`config.mk`:
```
export PLATFORM = sky130hd
export DESIGN_NAME = pm_control_sync_filter_flat
export DESIGN_NICKNAME = d
export VERILOG_FILES = /design/src/rtl/pm_control_sync_pkg.sv /design/src/rtl/pm_control_sync_filter_if.sv /design/src/rtl/pm_control_sync_filter_ch.sv /design/src/rtl/pm_control_sync_filter.sv /design/src/flat_wrapper.sv
export SDC_FILE = /design/constraint.sdc
export NUM_CORES = 1
export LEC_CHECK = 0
export ABC_AREA = 1
export ABC_CLOCK_PERIOD_IN_PS = 1250
export CAP_MARGIN = 10
export CORE_MARGIN = 2
export CORE_UTILIZATION = 40
export DETAILED_ROUTE_END_ITERATION = 8
export PLACE_DENSITY = 0.75
export SETUP_SLACK_MARGIN = 0.15
export SYNTH_ARGS = -nofsm -noshare
export SYNTH_HDL_FRONTEND = slang
export SYNTH_HIERARCHICAL = 1
export SYNTH_SLANG_ARGS = --single-unit
```
`constraint.sdc`:
```
create_clock -name CLK -period 1.25 [get_ports CLK]
set_clock_uncertainty 0.05 [all_clocks]
set_input_delay 0.25 -clock CLK [delete_from_list [all_inputs] [get_ports CLK]]
set_output_delay 0.25 -clock CLK [all_outputs]
set_load 0.005 [all_outputs]
```
`src/rtl/pm_control_sync_pkg.sv`:
```
// Shared constants, channel status type and counter sizing for pm_control_sync_filter.
// Edge outputs are built only when PM_CONTROL_SYNC_FILTER_EDGE_DETECT_EN is defined.
package pm_control_sync_pkg;

    localparam int SYNC_DEPTH_MIN    = 2;
    localparam int FILTER_CYCLES_MIN = 1;
    localparam int FILTER_CYCLES_MAX = 65536;

    // Registered per-channel outputs, bundled so the top can fan them out in one place.
    typedef struct packed {
        logic q;
        logic rise;
        logic fall;
        logic busy;
    } ch_status_t;

    function automatic int cnt_width(input int filter_cycles);
        int w;
        w = $clog2(filter_cycles);
        return (w < 1) ? 1 : w;
    endfunction

endpackage

```
`src/rtl/pm_control_sync_filter_if.sv`:
```
// Bundles the asynchronous inputs and filtered/edge/busy outputs of pm_control_sync_filter.
// Plain level signals: no valid/ready handshake, every output is a registered level or pulse valid every CLK cycle.
interface pm_control_sync_filter_if #(
    parameter int WIDTH = 4
);

    logic [WIDTH-1:0] D;
    logic [WIDTH-1:0] Q;
    logic [WIDTH-1:0] RISE;
    logic [WIDTH-1:0] FALL;
    logic [WIDTH-1:0] BUSY;

    modport master (
        output D,
        input  Q,
        input  RISE,
        input  FALL,
        input  BUSY
    );

    modport slave (
        input  D,
        output Q,
        output RISE,
        output FALL,
        output BUSY
    );

endinterface

```
`src/rtl/pm_control_sync_filter_ch.sv`:
```
// One channel: synchroniser chain, stability counter and optional edge flops.
// Edge flops exist only when PM_CONTROL_SYNC_FILTER_EDGE_DETECT_EN is defined.
module pm_control_sync_filter_ch
    import pm_control_sync_pkg::*;
#(
    parameter int   SYNC_DEPTH    = 3,
    parameter int   FILTER_CYCLES = 4,
    parameter logic RESET_VAL     = 1'b0
) (
    input  logic       CLK,
    input  logic       RST,
    input  logic       d_i,
    output ch_status_t status_o
);

    localparam int             CW       = cnt_width(FILTER_CYCLES);
    localparam logic [CW-1:0] CNT_LAST = CW'(FILTER_CYCLES - 1);

    logic [SYNC_DEPTH-1:0] sync_q;
    logic [SYNC_DEPTH-1:0] sync_d;
    logic                  s_last;
    logic [CW-1:0]         cnt_q;
    logic [CW-1:0]         cnt_d;
    logic                  q_q;
    logic                  q_d;
    logic                  busy_q;
    logic                  rise_w;
    logic                  fall_w;

    assign sync_d = {sync_q[SYNC_DEPTH-2:0], d_i};
    assign s_last = sync_q[SYNC_DEPTH-1];

    // With FILTER_CYCLES == 1 CNT_LAST is 0, so a mismatch is accepted at once and cnt stays 0.
    always_comb begin
        cnt_d = '0;
        q_d   = q_q;
        if (s_last != q_q) begin
            if (cnt_q == CNT_LAST) begin
                q_d = s_last;
            end else begin
                cnt_d = cnt_q + CW'(1);
            end
        end
    end

    // Sync stages reload RESET_VAL so releasing reset never produces a false edge.
    always_ff @(posedge CLK) begin
        if (RST) begin
            sync_q <= {SYNC_DEPTH{RESET_VAL}};
            cnt_q  <= '0;
            q_q    <= RESET_VAL;
            busy_q <= 1'b0;
        end else begin
            sync_q <= sync_d;
            cnt_q  <= cnt_d;
            q_q    <= q_d;
            busy_q <= (cnt_d != '0);
        end
    end

`ifdef PM_CONTROL_SYNC_FILTER_EDGE_DETECT_EN
    logic rise_q;
    logic fall_q;

    always_ff @(posedge CLK) begin
        if (RST) begin
            rise_q <= 1'b0;
            fall_q <= 1'b0;
        end else begin
            rise_q <= q_d & ~q_q;
            fall_q <= ~q_d & q_q;
        end
    end

    assign rise_w = rise_q;
    assign fall_w = fall_q;
`else
    assign rise_w = 1'b0;
    assign fall_w = 1'b0;
`endif

    always_comb begin
        status_o      = '0;
        status_o.q    = q_q;
        status_o.rise = rise_w;
        status_o.fall = fall_w;
        status_o.busy = busy_q;
    end

endmodule

```
`src/rtl/pm_control_sync_filter.sv`:
```
// Multi-channel synchroniser with per-channel glitch filter and edge pulses.
// RISE/FALL registers are built only when PM_CONTROL_SYNC_FILTER_EDGE_DETECT_EN is defined.
module pm_control_sync_filter
    import pm_control_sync_pkg::*;
#(
    parameter int               WIDTH         = 4,
    parameter int               SYNC_DEPTH    = 3,
    parameter int               FILTER_CYCLES = 4,
    parameter logic [WIDTH-1:0] RESET_VAL     = {WIDTH{1'b0}}
) (
    input  logic                     CLK,
    input  logic                     RST,
    pm_control_sync_filter_if.slave  bus
);

    if (WIDTH < 1 || SYNC_DEPTH < SYNC_DEPTH_MIN ||
        FILTER_CYCLES < FILTER_CYCLES_MIN || FILTER_CYCLES > FILTER_CYCLES_MAX) begin : g_param_check
        $error("pm_control_sync_filter: illegal WIDTH/SYNC_DEPTH/FILTER_CYCLES");
    end

    ch_status_t       status [WIDTH];
    logic [WIDTH-1:0] q_w;
    logic [WIDTH-1:0] rise_w;
    logic [WIDTH-1:0] fall_w;
    logic [WIDTH-1:0] busy_w;

    for (genvar i = 0; i < WIDTH; i++) begin : g_ch
        pm_control_sync_filter_ch #(
            .SYNC_DEPTH    (SYNC_DEPTH),
            .FILTER_CYCLES (FILTER_CYCLES),
            .RESET_VAL     (RESET_VAL[i])
        ) u_ch (
            .CLK      (CLK),
            .RST      (RST),
            .d_i      (bus.D[i]),
            .status_o (status[i])
        );
    end

    always_comb begin
        q_w    = '0;
        rise_w = '0;
        fall_w = '0;
        busy_w = '0;
        for (int i = 0; i < WIDTH; i++) begin
            q_w[i]    = status[i].q;
            rise_w[i] = status[i].rise;
            fall_w[i] = status[i].fall;
            busy_w[i] = status[i].busy;
        end
    end

    assign bus.Q    = q_w;
    assign bus.RISE = rise_w;
    assign bus.FALL = fall_w;
    assign bus.BUSY = busy_w;

endmodule

```
`src/flat_wrapper.sv`:
```
// flat-port wrapper written by rule: the top's interface ports become plain ports
module pm_control_sync_filter_flat import pm_control_sync_pkg::*;
#(
    parameter int               WIDTH         = 4,
    parameter int               SYNC_DEPTH    = 3,
    parameter int               FILTER_CYCLES = 4,
    parameter logic [WIDTH-1:0] RESET_VAL     = {WIDTH{1'b0}}
)
  (CLK, RST, bus_D, bus_Q, bus_RISE, bus_FALL, bus_BUSY);
  pm_control_sync_filter_if #(.WIDTH(WIDTH)) bus_i ();
  input  logic CLK;
  input  logic RST;
  input wire logic [$bits(bus_i.D)-1:0] bus_D;
  output wire logic [$bits(bus_i.Q)-1:0] bus_Q;
  output wire logic [$bits(bus_i.RISE)-1:0] bus_RISE;
  output wire logic [$bits(bus_i.FALL)-1:0] bus_FALL;
  output wire logic [$bits(bus_i.BUSY)-1:0] bus_BUSY;
  assign bus_i.D = bus_D;
  assign bus_Q = bus_i.Q;
  assign bus_RISE = bus_i.RISE;
  assign bus_FALL = bus_i.FALL;
  assign bus_BUSY = bus_i.BUSY;
  pm_control_sync_filter #(.WIDTH(WIDTH), .SYNC_DEPTH(SYNC_DEPTH), .FILTER_CYCLES(FILTER_CYCLES), .RESET_VAL(RESET_VAL)) u_core (.CLK(CLK), .RST(RST), .bus(bus_i));
endmodule
```
==> summary.md <==
| Metric | Value |
|---|---|
| FF-to-FF path depth | `4` |
| Slowest CP cell | `dfxtp_2` |
| Leak | `0.6011 nW` |
| Worst path max stage delay | `340 ps` |
| Hold-fix buffer count after cts | `0` |
| Critical Path AT | `770 ps` |
| Fmax achieved | `0.9352 GHz` |
| Initial antenna violation count | `0` |
| N_diodes | `0` |
| R2r endpoint | `u_core/g_ch[0].u_ch/busy_q$_SDFF_PP0_` |
| Global-route met3 utilization | `0.03023` |
| Mapped Cells | `136` |
| NumNets Final | `158` |
| Startpoint Class | `flop` |
| Fin Setup TNS | `0 ps` |
| Reg-to-Reg Start | `u_core/g_ch[0].u_ch/cnt_q[0]$_SDFF_PP0_` |
| Largest cells by area after synthesis | `dfxtp_1, buf_4, inv_1` |
| Adder-Cell Fraction of Synth Area | `0.04587` |
| Largest family of logic cells by synthesized area | `buffers and inverters` |
| Die W | `56.23 um` |
| Placed cells | `169` |
| Maximum vdd ir drop | `835.6 uV` |
| Register area share after synthesis | `0.5138` |
| Mux cell area share after synthesis | `0` |
| Maxcap violations | `0` |
| Share of the synthesized area in the top cell type | `0.5138` |
| DR vias | `725` |
| Met1 Usage GRT | `0.1076` |
| Reg clk slew, reported paths | `140 ps` |
| Layout cells sized above 1 | `0.1769` |
| WL/cell | `7.791 um` |
| Most frequent cells in the layout | `inv_1, nor2_1, dfxtp_1` |
| Vias in the first global route | `653` |
| Layout overhead on the synthesized area | `11.12%` |
| Wirelength, routed | `1379 um` |
| Die Span Y | `56.23 um` |
| Crit path kind | `reg -> out` |
| Synth Area in XOR/XNOR | `0` |
| DP HPWL | `1061 um` |
| Io pins | `22` |
| Crit-path leading delay family | `flip-flops` |
| Pins Over Slew Limit | `0` |
| Die ar. | `3161 um^2` |
| Drt pass-1 iters | `4` |
| ANT nets after route | `0` |
| Crit path cell chain | `buf_2` |
| Core Footprint | `2522 um^2` |
| CTS tree | `done` |
| Pwr/cell area | `1171 nW/um^2` |
| Most common cell after layout, fill and taps aside | `inv_1` |
| Via/cell ratio | `4.096` |
| Hold Crit Class | `reg -> reg` |
| Reg2reg setup slack | `270 ps` |
| Row count | `18` |
| Status | `completed` |
| Area leader, netlist | `dfxtp_1` |
| RSZ-0062 raised after global routing | `yes` |
| Post-Place Setup Slack | `-30.87 ps` |
| Gr ovfl total | `0` |
| Initial Util | `0.4325` |
| Synth Area in Compound Gates | `0.06881` |
| CP max FO | `2` |
| Final hold slack | `360.8 ps` |
| Mapped cell area | `1091 um^2` |
| Met2 usage | `0.1681` |
| Cell variety after synth | `10` |
| Worst Slack Setup Final | `180.7 ps` |
| Critical Path Stages | `1` |
| Nature of the critical path endpoint | `primary output` |
| Clock Path Buffers | `2` |
| WP data required | `950 ps` |
| Crit share post-route | `0.8555` |
| Total CTS buffers | `3` |
| First-pass GRT wire length | `2463 um` |
| Min cycle time layout | `1069 ps` |
| Synth warnings | `6` |
| Hold Violations, Final | `0` |
| Root buffer cell | `clkbuf_4` |
| CTS sink count | `28` |
| Largest net degree at the start of global routing | `18` |
| GR peak layer | `met2` |
| Final Power | `1.420 mW` |
| Worst setup endpoint | `bus_Q[3]` |
| Setup crit start | `u_core/g_ch[3].u_ch/q_q$_SDFFE_PP0P_` |
| Post-synthesis sequential element count | `28` |
| Simple logic cell fraction of the synthesized area | `0.1514` |
| Critical path buffer and inverter count | `1` |
| Setup-failing EPs final | `0` |
| DR DRC count | `0` |
| Initial DRC count | `10` |
| Last weighted congestion value of the routability-driven placer | `0.6409` |
| H-tree Lvls | `1` |
| Layout Cells excl Fill | `177` |
| Syn_area_per_cell | `8.022 um^2` |
| Worst skew pair latency | `310 ps` |
| GRT Overall Usage | `0.09797` |
| Port Buf Inserts | `13` |
## how the worst min path moves through the flow
stage | cells after the start | endpoint | from | slack, ps
finish | 2 | u_core/g_ch[0].u_ch/sync_q[1]$_SDFF_PP0_ | u_core/g_ch[0].u_ch/sync_q[0]$_SDFF_PP0_ | 360
global route | 3 | u_core/g_ch[1].u_ch/sync_q[0]$_SDFF_PP0_ | bus_D[1] | 370
CTS | 2 | u_core/g_ch[2].u_ch/sync_q[1]$_SDFF_PP0_ | u_core/g_ch[2].u_ch/sync_q[0]$_SDFF_PP0_ | 370
detailed placement | 2 | u_core/g_ch[0].u_ch/sync_q[1]$_SDFF_PP0_ | u_core/g_ch[0].u_ch/sync_q[0]$_SDFF_PP0_ | 350
global placement | 2 | u_core/g_ch[2].u_ch/sync_q[2]$_SDFF_PP0_ | u_core/g_ch[2].u_ch/sync_q[1]$_SDFF_PP0_ | 340
floorplan | 1 | u_core/g_ch[0].u_ch/sync_q[0]$_SDFF_PP0_ | RST | 270
## timing repair
action | CTS | global route
setup endpoints to repair | 8 | 4
buffers inserted | 4 | 0
gates resized for setup | 34 | 1
## report_power, final
group	switching, mW	leakage (nW)	total, mW	internal (mW)
clock network	0.243	0.0210	0.421	0.178
registers	0.00586	0.230	0.918	0.912
logic	0.0438	0.350	0.0812	0.0374
total	0.293	0.601	1.42	1.13
## through the flow
| stage | cell area, um^2 | utilization |
|---|---|---|
| after global routing | 1212 | 0.4807 |
| final | 1212 | 0.4807 |
| after CTS | 1217 | 0.4826 |
| after floorplan | 1106 | - |
| after detailed placement | 1181 | 0.4683 |
| after global placement | 1181 | 0.4683 |
## synthesized netlist by cell type, drive strengths merged
cell type,number
ha,4
conb,4
nand2,20
dfxtp,28
nor2,24
a21oi,8
inv,28
buf,16
o21ai,4
## layout make-up
class | count | area [um^2]
fill | 256 | 1310
sequential | 28 | 565.5
multi-input combinational | 68 | 320.3
timing repair buffer | 19 | 147.6
inverter | 28 | 105.1
tap | 30 | 37.54
clock buffer | 4 | 36.28
## state kept, by name (all words and copies together), names as in the netlist
signal / flops
u_core/g_ch.u_ch/sync_q: 12
u_core/g_ch.u_ch/cnt_q: 8
u_core/g_ch.u_ch/q_q: 4
u_core/g_ch.u_ch/busy_q: 4
## layer usage
metal,part of all wire,wire length (um),vias to the layer above
li1,-,-,392
met1,0.46,638,315
met2,0.47,655,16
met3,0.051,71,2
met4,0.010,14,0
met5,0,0,-
## logic make-up (layout without fill, tap and decap cells)
| kind of cell | Yosys count | in the layout |
|---|---|---|
| flops | 28 | 28 |
| other cells | 4 | 8 |
| buf+inv | 44 | 51 |
| simple gates | 44 | 44 |
| fa+ha+maj | 4 | 4 |
| compound gates | 12 | 12 |
(Power assumes the default switching activity.)
